### src/rtl/xor4_lane_recover.sv
// xor4_lane_recover: 3+1 XOR-parity lane recovery with a single output
// register stage, frame-level error accumulation and a parity error counter.
// Optional feature macro: XOR4_LANE_RECOVER_ERRCNT_EN builds ERRCNT/ERR_CLR;
// without it ERRCNT reads 16'h0000 and ERR_CLR is ignored.
//
// Frame FSM
//   state    | meaning
//   IDLE     | between frames (also after a single-beat frame)
//   IN_FRAME | at least one non-last beat of a frame has been accepted
`timescale 1ns/1ps

module xor4_lane_recover (
  input  logic        CLK,
  input  logic        ASYNCRESET,
  input  logic [7:0]  I0,
  input  logic [7:0]  I1,
  input  logic [7:0]  I2,
  input  logic [7:0]  I3,
  input  logic        I_VALID,
  output logic        I_READY,
  input  logic        I_LAST,
  input  logic        ERASE_EN,
  input  logic [1:0]  ERASE,
  output logic [7:0]  O_D0,
  output logic [7:0]  O_D1,
  output logic [7:0]  O_D2,
  output logic        O_VALID,
  input  logic        O_READY,
  output logic        O_PERR,
  output logic        O_LAST,
  output logic        O_FERR,
  output logic        O_BUSY,
  input  logic        ERR_CLR,
  output logic [15:0] ERRCNT
);

  typedef enum logic {IDLE = 1'b0, IN_FRAME = 1'b1} state_t;

  state_t     state;
  logic       acc;
  logic       accept;
  logic [7:0] syn;
  logic [7:0] d0, d1, d2;
  logic       perr;

  // The output stage can take a new beat when it is empty or being drained.
  assign I_READY = !O_VALID | O_READY;
  assign accept  = I_VALID & I_READY;
  assign O_BUSY  = (state == IN_FRAME);

  // Lane recovery: an erased lane equals itself XOR the syndrome, i.e. the
  // XOR of the other three lanes. Parity is not checked on erased beats.
  always_comb begin
    syn  = I0 ^ I1 ^ I2 ^ I3;
    d0   = I0;
    d1   = I1;
    d2   = I2;
    perr = (syn != 8'h00);
    if (ERASE_EN) begin
      perr = 1'b0;
      case (ERASE)
        2'd0:    d0 = I0 ^ syn;
        2'd1:    d1 = I1 ^ syn;
        2'd2:    d2 = I2 ^ syn;
        default: ;
      endcase
    end
  end

  // Frame FSM, error accumulator and the registered output beat.
  always_ff @(posedge CLK or posedge ASYNCRESET) begin
    if (ASYNCRESET) begin
      state   <= IDLE;
      acc     <= 1'b0;
      O_VALID <= 1'b0;
      O_D0    <= 8'h00;
      O_D1    <= 8'h00;
      O_D2    <= 8'h00;
      O_PERR  <= 1'b0;
      O_LAST  <= 1'b0;
      O_FERR  <= 1'b0;
    end else if (accept) begin
      O_VALID <= 1'b1;
      O_D0    <= d0;
      O_D1    <= d1;
      O_D2    <= d2;
      O_PERR  <= perr;
      O_LAST  <= I_LAST;
      O_FERR  <= I_LAST & (acc | perr);
      if (I_LAST) begin
        state <= IDLE;
        acc   <= 1'b0;
      end else begin
        state <= IN_FRAME;
        acc   <= acc | perr;
      end
    end else if (O_READY) begin
      O_VALID <= 1'b0;
    end
  end

`ifdef XOR4_LANE_RECOVER_ERRCNT_EN
  logic [15:0] errcnt;

  // Saturating count of accepted parity-error beats; clear has priority.
  always_ff @(posedge CLK or posedge ASYNCRESET) begin
    if (ASYNCRESET) begin
      errcnt <= 16'h0000;
    end else if (ERR_CLR) begin
      errcnt <= 16'h0000;
    end else if (accept && perr && (errcnt != 16'hFFFF)) begin
      errcnt <= errcnt + 16'd1;
    end
  end

  assign ERRCNT = errcnt;
`else
  logic unused_err_clr;
  assign unused_err_clr = ERR_CLR;
  assign ERRCNT         = 16'h0000;
`endif

endmodule

### config.mk
export PLATFORM = sky130hd
export DESIGN_NAME = xor4_lane_recover
export DESIGN_NICKNAME = d
export VERILOG_FILES = /design/src/rtl/xor4_lane_recover.sv
export SDC_FILE = /design/constraint.sdc
export NUM_CORES = 1
export LEC_CHECK = 0
export CELL_PAD_IN_SITES_DETAIL_PLACEMENT = 0
export CELL_PAD_IN_SITES_GLOBAL_PLACEMENT = 1
export CORE_MARGIN = 2
export CORE_UTILIZATION = 26
export CTS_CLUSTER_SIZE = 12
export DETAILED_ROUTE_END_ITERATION = 7
export GPL_TIMING_DRIVEN = 1
export HOLD_SLACK_MARGIN = 0.02
export PLACE_DENSITY_LB_ADDON = 0.12
export SYNTH_ARGS = -nofsm -noshare
export SYNTH_HDL_FRONTEND = slang
export SYNTH_SLANG_ARGS = --single-unit
### constraint.sdc
create_clock -name CLK -period 1.12 [get_ports CLK]
set_input_delay 0.112 -clock CLK [delete_from_list [all_inputs] [get_ports CLK]]
set_output_delay 0.112 -clock CLK [all_outputs]
set_load 0.02 [all_outputs]
==> results.txt, run 1 <==
* Run status: complete, but fails checks
- The checks that failed: setup timing.
- Core footprint: 6422 sq um
* # nets final: 360
- Buffer depth of the longest clock path: 2
- Routed Antenna Nets: 0
* Startpoint Class: register
- In this run the power spent charging and discharging nets is 0.001395 W.
- The worst setup path is of the register to register kind.
- Layout cell share with drive strength beyond 1: 51.25%
- Worst Hold Margin: 0.1727 ns
* Post-route setup TNS: -0.7002 ns
- Final Instance Count excl. Fillers: about 400
- For this design, the sink count on the clock tree is 30.
* Maximum clock frequency: 837.8 MHz
* Chip width: 86.14 microns
- For the worst setup path, the data arrival time is 1.36 ns.
- Ranked by instance count, the synthesized netlist is headed by xnor2_1, dfrtp_1, nand2_1.
- Worst Hold Class: primary input to asynchronous set/reset pin
- The first global-routing pass estimated 8369 microns of wire.
* Root Buffer Master: clkbuf_8
* Primary FF master, synth: dfrtp_1
- Worst vdd rail ir drop: between 0.4 and 0.5 mV
- DRC marker count from the first detailed-route iteration: 27
- TritonCTS built the clock tree.
- The smallest clock period supported by the final layout is computed as about 1.2 ns.
- The initialized floorplan defines 29 standard-cell rows.
* Power density normalized to cell area: 1167 nW/um^2
- For the final database, setup skew stands at 0.002652 ns.
* Overall routing resource usage: 14.76%
* Crit-path cells: nand2b_4 > buf_6 > and2_4 > and3_4 > a21oi_4 > o31ai_2
* Initial antenna violation count: 0
- Number of flops mapped to enable cells by yosys: 0
- After synthesis the netlist holds a flip-flop and latch count of 30.
- Number of warning messages in the yosys log: 0
* Inserted Clock Buffers: 5
- Of the total power, the clock network draws 22.9%.
- Using the TritonRoute via totals, the vias-per-cell ratio works out to roughly 4.2.
* Final worst path period share: 106.6%
- Fraction of power spent switching nets: between 30% and 40%
* Post-DR wirelength/cell: approximately 13 microns
- Setup slack on the critical path of the routed design comes to -0.07354 ns.
- 0 antenna diodes ended up in the layout.
* Logic gate share of total power: 42.1%
- The cell count after synthesis came out at roughly 200.
- Portion of the post-synthesis area used by sequential elements: approximately 43%
- STA classifies the critical path endpoint as a register.
- For the worst setup path, the data required time is 1.28 ns.
* Internal power of the cells: roughly 0.0026 W
* Post-synthesis average cell area: 8.950 sq um
* Number of hold violations in the final report: 0
- Number of buffers added to fix hold violations after cts: 0
- Along the worst path, the maximum fanout reaches 4.
- At the later pin of the worst-skew pair, clock insertion delay measures approximately 0.28 ns.
- Netlist cell types: 23
* Number of setup violations in the final report: 28
- Die Outline Area: 7420 sq um
- In this design, the stage delay of the slowest critical-path cell is 0.39 ns.
- Wires add up to 5150 microns.
- Global routing finished with a remaining overflow of 0.
- Port buffer count: a little under 70
* Final HPWL DP: 3618 microns
- The slowest stage of the critical path is the dfrtp_2 cell.
- After synthesis, the share of flip-flops with an asynchronous set or reset is 100.0%.
* Mapped Area: 1754 sq um
- Via count: 1663
- After layout, the design draws a total of 0.003977 W.
* Static Leakage: 1.618 nW
* Placer Congestion: 0.7777
- The first detailed-routing pass ran for 4 iterations.
- For this run, design rule violations remaining after detail routing come to 0.
- Top cells by area in the synthesized netlist: dfrtp_1, xnor2_1, buf_4
* Most repeated cell in the gate-level netlist after synthesis: xnor2_1
* Fill cell instance count of the final layout: 605
- 87 I/O pins were placed.
- Compared with the post-synthesis result, the final layout area differs by 94.29%.
- Cells after DPL: 382
- Unrepaired setup endpoints after global routing: true
* Die height: ~86 microns
* Clock H-tree levels: 2
- The synthesized design spends more area on one cell type than any other, namely dfrtp_1.
* Proportion of power drawn by flip-flops and latches: between 30% and 40%
- Starting utilization of the core area: 27.31%
* Largest net degree at the start of global routing: 31
* Vias in the first global route: roughly 1700
- Number of pins exceeding their max-slew limit in the final report: 0
* Post-layout util: 53.07%
- Max-cap violations in this run came to 0.
* Clock Pin Slew Worst Setup and Hold Paths: 0.06 ns
* Top cell type's share of synthesized area: 42.80%
==> stage by stage <==
stage / area, sq um / worst slack (ns)
after floorplan: 2026 / -0.009069
after global placement: 3059 / -0.5572
after detailed placement: 3059 / -0.5737
after CTS: 3262 / -0.1125
after global routing: 3408 / -0.1132
final: 3408 / -0.07354
==> sequential cells by signal, indices dropped and copies added (netlist names) <==
name	cells
O_LAST	1
O_PERR	1
O_D1	8
O_D0	8
O_VALID	1
O_D2	8
O_BUSY	1
O_FERR	1
acc	1
==> per-layer routing <==
metal  vias to the layer above  part of all wire, %  GRT usage (%)
met5                         -                    0              0
met1                       760                   42          17.63
met4                         0                  1.1          4.762
li1                        848                    -              -
met2                        51                   51          25.93
met3                         4                  5.8          3.561
==> power groups by stage <==
stage / combinational, W / sequential [W] / clock [W]
6_report: 0.00167 / 0.00139 / 0.000913
5_1_grt: 0.00181 / 0.00142 / 0.000995
4_1_cts: 0.00157 / 0.00134 / 0.000959
3_5_place_dp: 0.00160 / 0.00136 / 0
3_3_place_gp: 0.00159 / 0.00136 / 0
2_1_floorplan: 0.000613 / 0.00155 / 0
==> critical path, delay by kind of cell, from the launching register on <==
family          cells  cell delay (ns)
buf+inv             1             0.13
compound gates      2             0.20
flops               1             0.39
simple gates        3             0.36
==> final cells by class <==
class	count	area, sq um	area share [%]
multi-input combinational	159	1368	40.12
clock inverter	1	5.005	0.1468
sequential	30	752.0	22.06
tap	77	96.34	2.827
clock buffer	7	86.33	2.533
inverter	1	3.754	0.1101
timing repair buffer	122	1097	32.20
==> cell usage in the layout, fill, tap and decap left out, types with 2 or more instances in the layout <==
| cell | count |
|---|---|
| buf_4 | 41 |
| clkdlybuf4s15_2 | 2 |
| clkbuf_16 | 2 |
| xnor2_2 | 25 |
| dfrtp_1 | 29 |
| clkdlybuf4s50_1 | 4 |
| xnor2_1 | 23 |
| buf_6 | 3 |
| nand3b_1 | 2 |
| o21ai_2 | 13 |
| dlygate4sd2_1 | 8 |
| nand4_1 | 2 |
| buf_12 | 4 |
| nor2_1 | 23 |
| nor2_4 | 2 |
| conb_1 | 16 |
| nand2_1 | 5 |
| clkdlybuf4s15_1 | 27 |
| clkbuf_2 | 28 |
| o21ai_1 | 11 |
| buf_16 | 3 |
| clkbuf_8 | 6 |
| nand2_2 | 8 |
| nand2_4 | 16 |
==> final timing paths <==
kind                            to        from  depth (start not counted)  slack (ns)
max                         O_FERR     O_VALID                          6       -0.07
min                        O_D2[7]  ASYNCRESET                          3        0.17
max reg2reg                 O_FERR     O_VALID                          6       -0.07
min reg2reg                O_D2[7]     O_D2[7]                          2        0.49
max in group asynchronous  O_VALID  ASYNCRESET                          3        0.76
min in group CLK           O_D1[3]       I1[3]                          3        0.19
==> repair_timing <==
item                                    in CTS  in global routing
endpoints found under the hold margin        0                  0
setup buffers                                0                  1
endpoints found under the setup margin      58                 53
pin swaps                                   39                 39
gates resized for setup                    124                112
gates cloned                                 4                  2
==> logic make-up after synthesis <==
| kind of cell | after synthesis | synth area share [%] |
|---|---|---|
| flops | 30 | 42.80 |
| buf+inv | 23 | 8.416 |
| xor+xnor | 48 | 23.97 |
| other cells | 1 | 0.2138 |
| compound gates | 29 | 8.988 |
| simple gates | 65 | 15.62 |
Note: power is estimated with default switching activity, not from simulation.
==> inputs of run 2 (changes only) <==
CELL_PAD_IN_SITES_DETAIL_PLACEMENT = not set   (was 0)
CELL_PAD_IN_SITES_GLOBAL_PLACEMENT = not set   (was 1)
CORE_UTILIZATION = 35   (was 26)
==> results.txt, run 2 (synthesis results as in run 1) <==
- The run finished, with violations left.
- Violated checks: setup timing
* Die height: 74.80 microns
- Net switching is 33.93% of the power.
* Worst Hold Class: primary input to asynchronous set/reset pin
- Chip width: roughly 75 microns
* Clock H-tree levels: 2
- Top delay family on crit path: flip-flops
* Worst vdd rail ir drop: 0.8112 mV
- Core footprint: ~4800 sq um
- Path type of the worst setup path: register to register
- Number of pins exceeding their max-slew limit in the final report: 0
- The initial utilization of the core area, before any placement, comes to between 30 and 40%.
* Placer Congestion: around 0.76
- Summed over all nets, the half-perimeter wirelength after detailed placement is 3428 microns.
* Clock latency on the worst-skew pair: 0.28 ns
- Initial antenna violation count: 0
* Global-route congestion overflow total: 0
* Root Buffer Master: clkbuf_8
- Final worst path period share: 105.2%
- STA classifies the critical path startpoint as a register.
- In this run the tool buffered the top-level ports with 69 buffer cells.
- The number of buffers and inverters on the critical path is 1.
- Of the total power, registers draw a little over a third.
- The library cell used most frequently in the layout, excluding fill and tap cells, is buf_4.
* Path length in cells of the critical path: 6
- After clock tree synthesis, the clock-pin slew on the worst setup and hold paths is 0.06 ns.
* Biggest registers after layout: O_D0: 8 flops, O_D1: 8 flops, O_D2: 8 flops
* Vias in the first global route: 1628
- In this run the static leakage power is ~1.5 nW.
* Number of hold violations in the final report: 0
- Maximum clock frequency: roughly 850 MHz
* Max Fanout on Critical Path: 3
- Entering global routing, the biggest net connects 31 pins.
* DRC marker count from the first detailed-route iteration: 56
- TritonCTS clock tree: built
* Post-DR wirelength/cell: 11.98 microns
* # diodes: 0
* Library cell contributing the largest single delay on the critical path: dfrtp_2
- Overall routing resource usage: 17.83%
* Global-route wire length before repair: 7327 microns
- The internal power of the cells totals 0.002507 W.
* Top-level I/O count: 87
- The number of hold buffers added after CTS was 0.
- Number of rows in the core area: 25
* Leading cell types in the layout, fill and taps excluded: buf_4, clkdlybuf4s15_1, dfrtp_1
* DRT Pass-1 Iters: 4
* Unrepaired setup endpoints after global routing: true
- Logic gate share of total power: 40.3%
* Clock share of power: a little under a quarter
- Measured on the finished design, the core utilization comes to about 66%.
- Switching power of the nets: 0.001288 W
- Post-route worst setup slack: -0.05795 ns
- After detailed routing, the number of remaining DRC violations is 0.
- Across the run, the number of max-cap violations was 0.
* Layout cell share with drive strength beyond 1: around two fifths
- Power density normalized to cell area: approximately 1200 nW/um^2
- Dividing the detail-routed via count by the number of cells gives 4.388.
- For this run, the slowest stage of the critical path takes 0.38 ns.
- Worst Setup Slack post-DPL: -0.5394 ns
- The die covers roughly 5600 sq um.
- Data required time of the critical path: 1.29 ns
* Signed area change from the synthesized netlist to the final layout: 80.24%
- The worst setup path is captured at a register.
* Number of cell instances on the worst register-to-register path: 6
- Arrival @ worst endpoint: 1.35 ns
* Crit-path cells: nand2b_4 > buf_6 > and2_4 > and3_4 > a21oi_2 > o31ai_2
* Buffer depth of the longest clock path: 2
- The clock arrives with 0.003704 ns of skew.
- Final critical path time including I/O delays and setup: approximately 1.2 ns
* Number of setup violations in the final report: 9
* Inserted Clock Buffers: 5
- # nets final: 354
- The detail route stage leaves a number of antenna-violating nets equal to 0.
- Summing over every cut layer, the via total after detailed routing is roughly 1700.
- Clock tree synthesis found a total of 30 sinks.
* Total Routed Length: 4566 microns
==> run 2: changes by cell type in the layout (fill, tap and decap cells not counted), moves of 8 or more <==
cell and change:
clkdlybuf4s15_1 +13, clkbuf_2 -11, nand2_1 +8, o21ai_1 +10, nand2_4 -15, o21ai_2 -10
==> run 2: stage by stage <==
stage,power [W],hold WS (ns),cell area (sq um),std cells,TNS [ns]
after global placement,0.002911,0.4626,3007,370,-12.40
final,0.003794,0.1623,3162,381,-0.1286
after floorplan,0.002162,0.2027,2026,211,-0.1752
after detailed placement,0.002926,0.4699,3007,370,-12.76
after CTS,0.003779,0.1650,3148,380,-0.6410
after global routing,0.004013,0.1779,3162,381,-1.057
==> run 2: per-layer routing <==
metal / track usage, % / routed length [microns]
met5: 0 / 0
met4: 8.730 / 119
met3: 4.418 / 228
met2: 29.79 / 2281
met1: 21.52 / 1936
==> run 2: final cells by class <==
cell class / instances / area, sq um
fill: 428 / 1624
multi-input combinational: 158 / 1214
timing repair buffer: 117 / 1017
sequential: 30 / 752.0
clock buffer: 7 / 86.33
tap: 67 / 83.83
clock inverter: 1 / 5.005
inverter: 1 / 3.754
==> run 2: worst min-delay path, cell delays in order <==
cell             delay (ns)
clkdlybuf4s50_1        0.40
inv_1                  0.09
buf_12                 0.20
==> run 2: power groups by stage <==
stage          Sequential [W]  Clock [W]  Combinational [W]
6_report              0.00136   0.000908            0.00153
4_1_cts               0.00134   0.000943            0.00150
5_1_grt               0.00138   0.000991            0.00165
2_1_floorplan         0.00155          0           0.000613
3_5_place_dp          0.00136          0            0.00157
3_3_place_gp          0.00136          0            0.00155
==> run 2: final timing paths <==
kind / start / end / slack [ns]
setup / recovery: O_VALID / O_FERR / -0.06
hold / removal: ASYNCRESET / O_LAST / 0.16
setup reg to reg: O_VALID / O_FERR / -0.06
hold reg to reg: O_LAST / O_LAST / 0.48
max in group asynchronous: ASYNCRESET / O_D2[2] / 0.79
min in group CLK: I2[5] / O_D2[5] / 0.24
==> run 2: what timing repair did <==
item	in CTS	in global routing
pin swaps	28	30
endpoints found under the setup margin	57	51
buffers inserted	0	1
hold endpoints to repair	0	0
cloned	2	0
resized for setup	115	80
==> inputs of run 3 (changes only) <==
ABC_AREA = 0   (was not set)
ABC_CLOCK_PERIOD_IN_PS = 1120   (was not set)
==> results of run 3 <==
Same layout as run 2: the final DEF is identical, and so are final timing and power.
